`src/rtl/gpio_in_if.sv`:
```
// Register bus for the GPIO input port: byte address, byte enables, write data
// and strobe toward the peripheral, registered read data back.
interface gpio_in_if;
    logic [7:0]  addr;
    logic [3:0]  be;
    logic [31:0] wdata;
    logic        we;
    logic [31:0] q;

    modport master (output addr, be, wdata, we, input q);
    modport slave  (input addr, be, wdata, we, output q);
endinterface

```
`src/rtl/gpio_in.sv`:
```
// GPIO input port: per-pin two-flop sync plus debounce, enabled edge capture
// into write-1-to-clear pending bits, and a level interrupt.
module gpio_in_pin #(
    parameter int unsigned DB_W = 8
) (
    input  logic            clk,
    input  logic            rst,
    input  logic            pin,
    input  logic [DB_W-1:0] thr,
    output logic            stable,
    output logic            rise,
    output logic            fall
);
    localparam logic [DB_W-1:0] ONE = DB_W'(1);

    logic            s0, s1;
    logic [DB_W-1:0] cnt;
    logic            hit;

    // Fires on the edge completing thr consecutive mismatched cycles; the >=
    // also covers a threshold lowered below the running count.
    assign hit  = (s1 != stable) && (cnt >= thr - ONE);
    assign rise = hit & s1;
    assign fall = hit & ~s1;

    always_ff @(posedge clk or negedge rst) begin
        if (!rst) begin
            s0     <= 1'b0;
            s1     <= 1'b0;
            stable <= 1'b0;
            cnt    <= '0;
        end else begin
            s0 <= pin;
            s1 <= s0;
            if (s1 == stable) begin
                cnt <= '0;
            end else if (hit) begin
                stable <= s1;
                cnt    <= '0;
            end else begin
                cnt <= cnt + ONE;
            end
        end
    end
endmodule

module gpio_in #(
    parameter int unsigned WIDTH    = 4,
    parameter int unsigned DB_W     = 8,
    parameter int unsigned DB_RESET = 0
) (
    input  logic             clk,
    input  logic             rst,
    gpio_in_if.slave         bus,
    input  logic [WIDTH-1:0] pins,
    output logic             irq
);
    localparam logic [7:0] A_DATA = 8'h00;
    localparam logic [7:0] A_RISE = 8'h04;
    localparam logic [7:0] A_FALL = 8'h08;
    localparam logic [7:0] A_PEND = 8'h0C;
    localparam logic [7:0] A_DB   = 8'h10;

    logic [WIDTH-1:0] stable, rise, fall;
    logic [WIDTH-1:0] rise_en, fall_en, pend, clr, set;
    logic [DB_W-1:0]  db, thr;
    logic [31:0]      rdata;
    logic             wr;
    logic             unused_bits;

    assign wr          = bus.we & bus.be[0];
    assign thr         = (db == '0) ? DB_W'(1) : db;
    assign unused_bits = ^{bus.be[3:1], bus.wdata};

    for (genvar gi = 0; gi < WIDTH; gi++) begin : g_pin
        gpio_in_pin #(.DB_W(DB_W)) u_pin (
            .clk    (clk),
            .rst    (rst),
            .pin    (pins[gi]),
            .thr    (thr),
            .stable (stable[gi]),
            .rise   (rise[gi]),
            .fall   (fall[gi])
        );
    end

    assign set = (rise & rise_en) | (fall & fall_en);
    assign clr = (wr && bus.addr == A_PEND) ? bus.wdata[WIDTH-1:0] : '0;
    assign irq = |pend;

    always_comb begin
        rdata = '0;
        case (bus.addr)
            A_DATA:  rdata[WIDTH-1:0] = stable;
            A_RISE:  rdata[WIDTH-1:0] = rise_en;
            A_FALL:  rdata[WIDTH-1:0] = fall_en;
            A_PEND:  rdata[WIDTH-1:0] = pend;
            A_DB:    rdata[DB_W-1:0]  = db;
            default: rdata = '0;
        endcase
    end

    // New events take priority over a same-cycle clear.
    always_ff @(posedge clk or negedge rst) begin
        if (!rst) begin
            rise_en <= '0;
            fall_en <= '0;
            pend    <= '0;
            db      <= DB_W'(DB_RESET);
            bus.q   <= '0;
        end else begin
            bus.q <= rdata;
            pend  <= (pend & ~clr) | set;
            if (wr && bus.addr == A_RISE) rise_en <= bus.wdata[WIDTH-1:0];
            if (wr && bus.addr == A_FALL) fall_en <= bus.wdata[WIDTH-1:0];
            if (wr && bus.addr == A_DB)   db      <= bus.wdata[DB_W-1:0];
        end
    end
endmodule

```
`src/flat_wrapper.sv`:
```
// flat-port wrapper written by rule: the top's interface ports become plain ports
module gpio_in_flat 
#(
    parameter int unsigned WIDTH    = 4,
    parameter int unsigned DB_W     = 8,
    parameter int unsigned DB_RESET = 0
)
  (clk, rst, pins, irq, bus_addr, bus_be, bus_wdata, bus_we, bus_q);
  gpio_in_if bus_i ();
  input  logic clk;
  input  logic rst;
  input  logic [WIDTH-1:0] pins;
  output logic irq;
  input wire logic [$bits(bus_i.addr)-1:0] bus_addr;
  input wire logic [$bits(bus_i.be)-1:0] bus_be;
  input wire logic [$bits(bus_i.wdata)-1:0] bus_wdata;
  input wire logic [$bits(bus_i.we)-1:0] bus_we;
  output wire logic [$bits(bus_i.q)-1:0] bus_q;
  assign bus_i.addr = bus_addr;
  assign bus_i.be = bus_be;
  assign bus_i.wdata = bus_wdata;
  assign bus_i.we = bus_we;
  assign bus_q = bus_i.q;
  gpio_in #(.WIDTH(WIDTH), .DB_W(DB_W), .DB_RESET(DB_RESET)) u_core (.clk(clk), .rst(rst), .bus(bus_i), .pins(pins), .irq(irq));
endmodule
```
`config.mk`:
```
export PLATFORM = sky130hd
export DESIGN_NAME = gpio_in_flat
export DESIGN_NICKNAME = d
export VERILOG_FILES = /design/src/rtl/gpio_in_if.sv /design/src/rtl/gpio_in.sv /design/src/flat_wrapper.sv
export SDC_FILE = /design/constraint.sdc
export NUM_CORES = 1
export LEC_CHECK = 0
export CORE_ASPECT_RATIO = 0.9
export CORE_MARGIN = 2
export CORE_UTILIZATION = 52
export CTS_CLUSTER_DIAMETER = 80
export DETAILED_ROUTE_END_ITERATION = 7
export PLACE_DENSITY = 0.91
export SYNTH_ARGS = -nofsm -noshare
export SYNTH_HDL_FRONTEND = slang
export SYNTH_SLANG_ARGS = --single-unit
```
`constraint.sdc`:
```
create_clock -name clk -period 3.5 [get_ports clk]
set_input_delay 1.05 -clock clk [delete_from_list [all_inputs] [get_ports clk]]
set_output_delay 1.05 -clock clk [all_outputs]
set_load 0.02 [all_outputs]
```
==> flow_summary.ini <==
[clocking]
cts_root_buf = clkbuf_8
postCtsSetupRepairBufs = 0
clock_latency_ns = 0.36
clock_sinks = 72
htreeDepth = 3
tritoncts = yes
clk_transition_reported_paths_ns = 0.08
clockBufferDepth = 2
cts_made_buffers = 9

[layout]
area_growth_pct = 14.6
insertedDiodeCount = 0
fillers = 635
layout.nets = 527
layout-drive-gt1-share_pct = 12.4

[floorplanning]
dieHeight_microns = 89.1
coreArea_sq_mm = 0.00791
placementRows = 31
dieArea_sq_mm = 0.00878
die_w_microns = 98.5
io_pins = 84
start_util_pct = 52.8

[route]
post-route-drc-count = 0
avgRoutedWirePerCell_microns = 17.4
drtPass1Iterations = 4
vias_per_cell = 5.94
drt.antenna.violating_nets = 0
drt_iter0_markers = 220
vias = 3224
drt-total-wl_mm = 9.42

[timing]
fin_skew_ns = 0.00878
min_period_ns = 3.34
layout_setup_ws_ns = 0.162
hold_viol = 0
max_freq_mhz = 300
fin_crit_sh_pct = 95.4
setup_tns_ns = 0
slew_violations = 0
slew_headroom_pct = 56.7
finalSetupViolCount = 0
worst_pin_slew_ns = 0.646

[grt]
grt-ovfl-total = 0
grt_max_degree = 31
grtUsageTotal_pct = 21.9
antenna_found_initial = 0
grt_pass1_vias = 3103
grt_first_pass_wirelength_mm = 15.1

[logic_synthesis]
synth_edf_count = 0
ys_types = 45
synthTopCellsByArea = dfrtp_1, ha_1, xor2_1
yosysWarnings = 0
ys_ff_latch = 72
yosysTopAreaCell = dfrtp_1
yosysTopAreaCellShare_pct = 43.1
ys_seq_area_share_pct = 43.1
yosys_most_used_dff = dfrtp_1
syn_avg_cell_area_sq_um = 10.6
postSynth.asyncResetShare_pct = 100
syn-cell-area_sq_mm = 0.00418
syn_inst = 393

[worst_hold_path]
min_path_cells = 0
hp-class = register to register

[worst_setup_path]
rr_worst_depth = 11
cp.required_ns = 3.73
crit_path_start_kind = register
critPathCaptureType = register
cp.arrival_ns = 3.57
criticalPathCategory = register to register
path_max_fanout = 8

[place]
place.gp.congestion = 0.849
pre_cts_slack_ns = -0.0181
port_buffers = 32
dp_hpwl_mm = 6.75

[pwr]
ir_drop_mv = 0.435
p_per_area_mw_per_mm2 = 530
p_leak_nw = 2.28

[run_status]
run_status = completed

[run]
cap_violations = 0
cell usage in the layout (no fill, tap or decap), drive strengths merged, types with 5 or more instances in the layout:
| cell | instances |
|---|---|
| ha | 37 |
| nand3b | 6 |
| mux2i | 5 |
| nand4 | 7 |
| mux2 | 17 |
| nor3b | 5 |
| nor3 | 25 |
| and3 | 9 |
| a21o | 5 |
| nand2b | 6 |
| dfrtp | 72 |
| a21oi | 12 |
| buf | 10 |
| nand2 | 17 |
| o21a | 5 |
| nor2 | 22 |
| nand3 | 23 |
| clkbuf | 11 |
| clkdlybuf4s50 | 31 |
| conb | 24 |
| inv | 8 |
| xnor2 | 8 |
| xor2 | 23 |
layer usage:
layer	global-route usage [%]	share of wire, %	vias up
met2	39.0	51	145
met3	5.55	6.2	18
met5	0	0	-
met4	4.73	1.2	0
met1	27.6	42	1579
li1	-	-	1482
sequential cells by signal (all words and copies together) (netlist names):
name and cells:
u_core.g_pin.u_pin.cnt 32, u_core.bus.q 8, u_core.db 8, u_core.fall_en 4
u_core.g_pin.u_pin.s0 4, u_core.g_pin.u_pin.s1 4, u_core.g_pin.u_pin.stable 4, u_core.pend 4
u_core.rise_en 4
report_power, final:
part | internal (mW) | switching (mW) | total [mW] | leakage, nW
Combinational | 0.338 | 0.476 | 0.814 | 1.21
Clock | 0.365 | 0.311 | 0.676 | 0.101
Sequential | 0.923 | 0.126 | 1.05 | 0.971
cell families (layout without fill, tap and decap cells):
group | Yosys count | in the layout | share of synthesized area, %
muxes | 22 | 22 | 5.77
buffers and inverters | 37 | 65 | 5.51
AOI/OAI and AO/OA | 58 | 58 | 9.84
and+or+nand+nor | 135 | 135 | 18.1
DFF | 72 | 72 | 43.1
xor gates and xnor gates | 31 | 31 | 6.49
adders and majority gates | 37 | 37 | 11.1
other | 1 | 24 | 0.0897
cells in the mapped netlist (5+ instances only):
cell / number
nand4_1: 7
nor3b_1: 5
nor2_1: 22
nand3_1: 22
nand2_1: 17
nor3_1: 24
nand2b_1: 6
xnor2_1: 8
ha_1: 37
buf_4: 24
a21o_1: 5
mux2_2: 17
and3_1: 9
mux2i_1: 5
dfrtp_1: 72
xor2_1: 23
inv_1: 8
nand3b_1: 6
o21a_1: 5
a21oi_1: 12
critical path, cell delays in order (launching register included):
cell and delay [ns]:
dfrtp_1 0.47, or3_1 0.39, nor3_1 0.22, a21oi_1 0.13, ha_1 0.27, nor3b_1 0.18, xnor2_1 0.38, ha_1 0.23
a21oi_1 0.07, o21ai_0 0.42, nand2b_1 0.34, nor3_1 0.10
timing repair:
action	CTS	global route
gates resized for setup	1	1
hold buffers	0	0
setup endpoints to repair	8	11
worst paths after layout:
| path | startpoint | to | slack, ns |
|---|---|---|---|
| worst min register to register | u_core.g_pin[2].u_pin.s0 | u_core.g_pin[2].u_pin.s1 | 0.35 |
| worst min-delay path | u_core.g_pin[2].u_pin.s0 | u_core.g_pin[2].u_pin.s1 | 0.35 |
| worst max-delay path | u_core.db[3] | u_core.g_pin[0].u_pin.cnt[7] | 0.16 |
| min in group asynchronous | rst | u_core.g_pin[0].u_pin.cnt[7] | 0.67 |
| max in group asynchronous | rst | u_core.g_pin[1].u_pin.cnt[4] | 2.02 |
| worst max register to register | u_core.db[3] | u_core.g_pin[0].u_pin.cnt[7] | 0.16 |
final cells by class:
| type | instances | area (sq um) | share of cell area, % |
|---|---|---|---|
| Multi-Input combinational cell | 307 | 2250 | 46.9 |
| Sequential cell | 72 | 1800 | 37.6 |
| Timing Repair Buffer | 41 | 383 | 7.99 |
| Clock buffer | 11 | 151 | 3.16 |
| Tap cell | 99 | 124 | 2.58 |
| Clock inverter | 5 | 55.1 | 1.15 |
| Inverter | 8 | 30.0 | 0.626 |
stage by stage:
step / cells / utilization (%) / area (sq um) / power, mW / hold slack [ns]
after floorplan: 416 / - / 4270 / 1.60 / 0.331
after global placement: 527 / 57.8 / 4570 / 1.79 / 0.332
after detailed placement: 527 / 57.8 / 4570 / 1.84 / 0.335
after CTS: 543 / 60.5 / 4790 / 2.53 / 0.350
after global routing: 543 / 60.6 / 4790 / 2.69 / 0.357
final: 543 / 60.6 / 4790 / 2.54 / 0.349
Note: power is estimated with default switching activity, not from simulation.
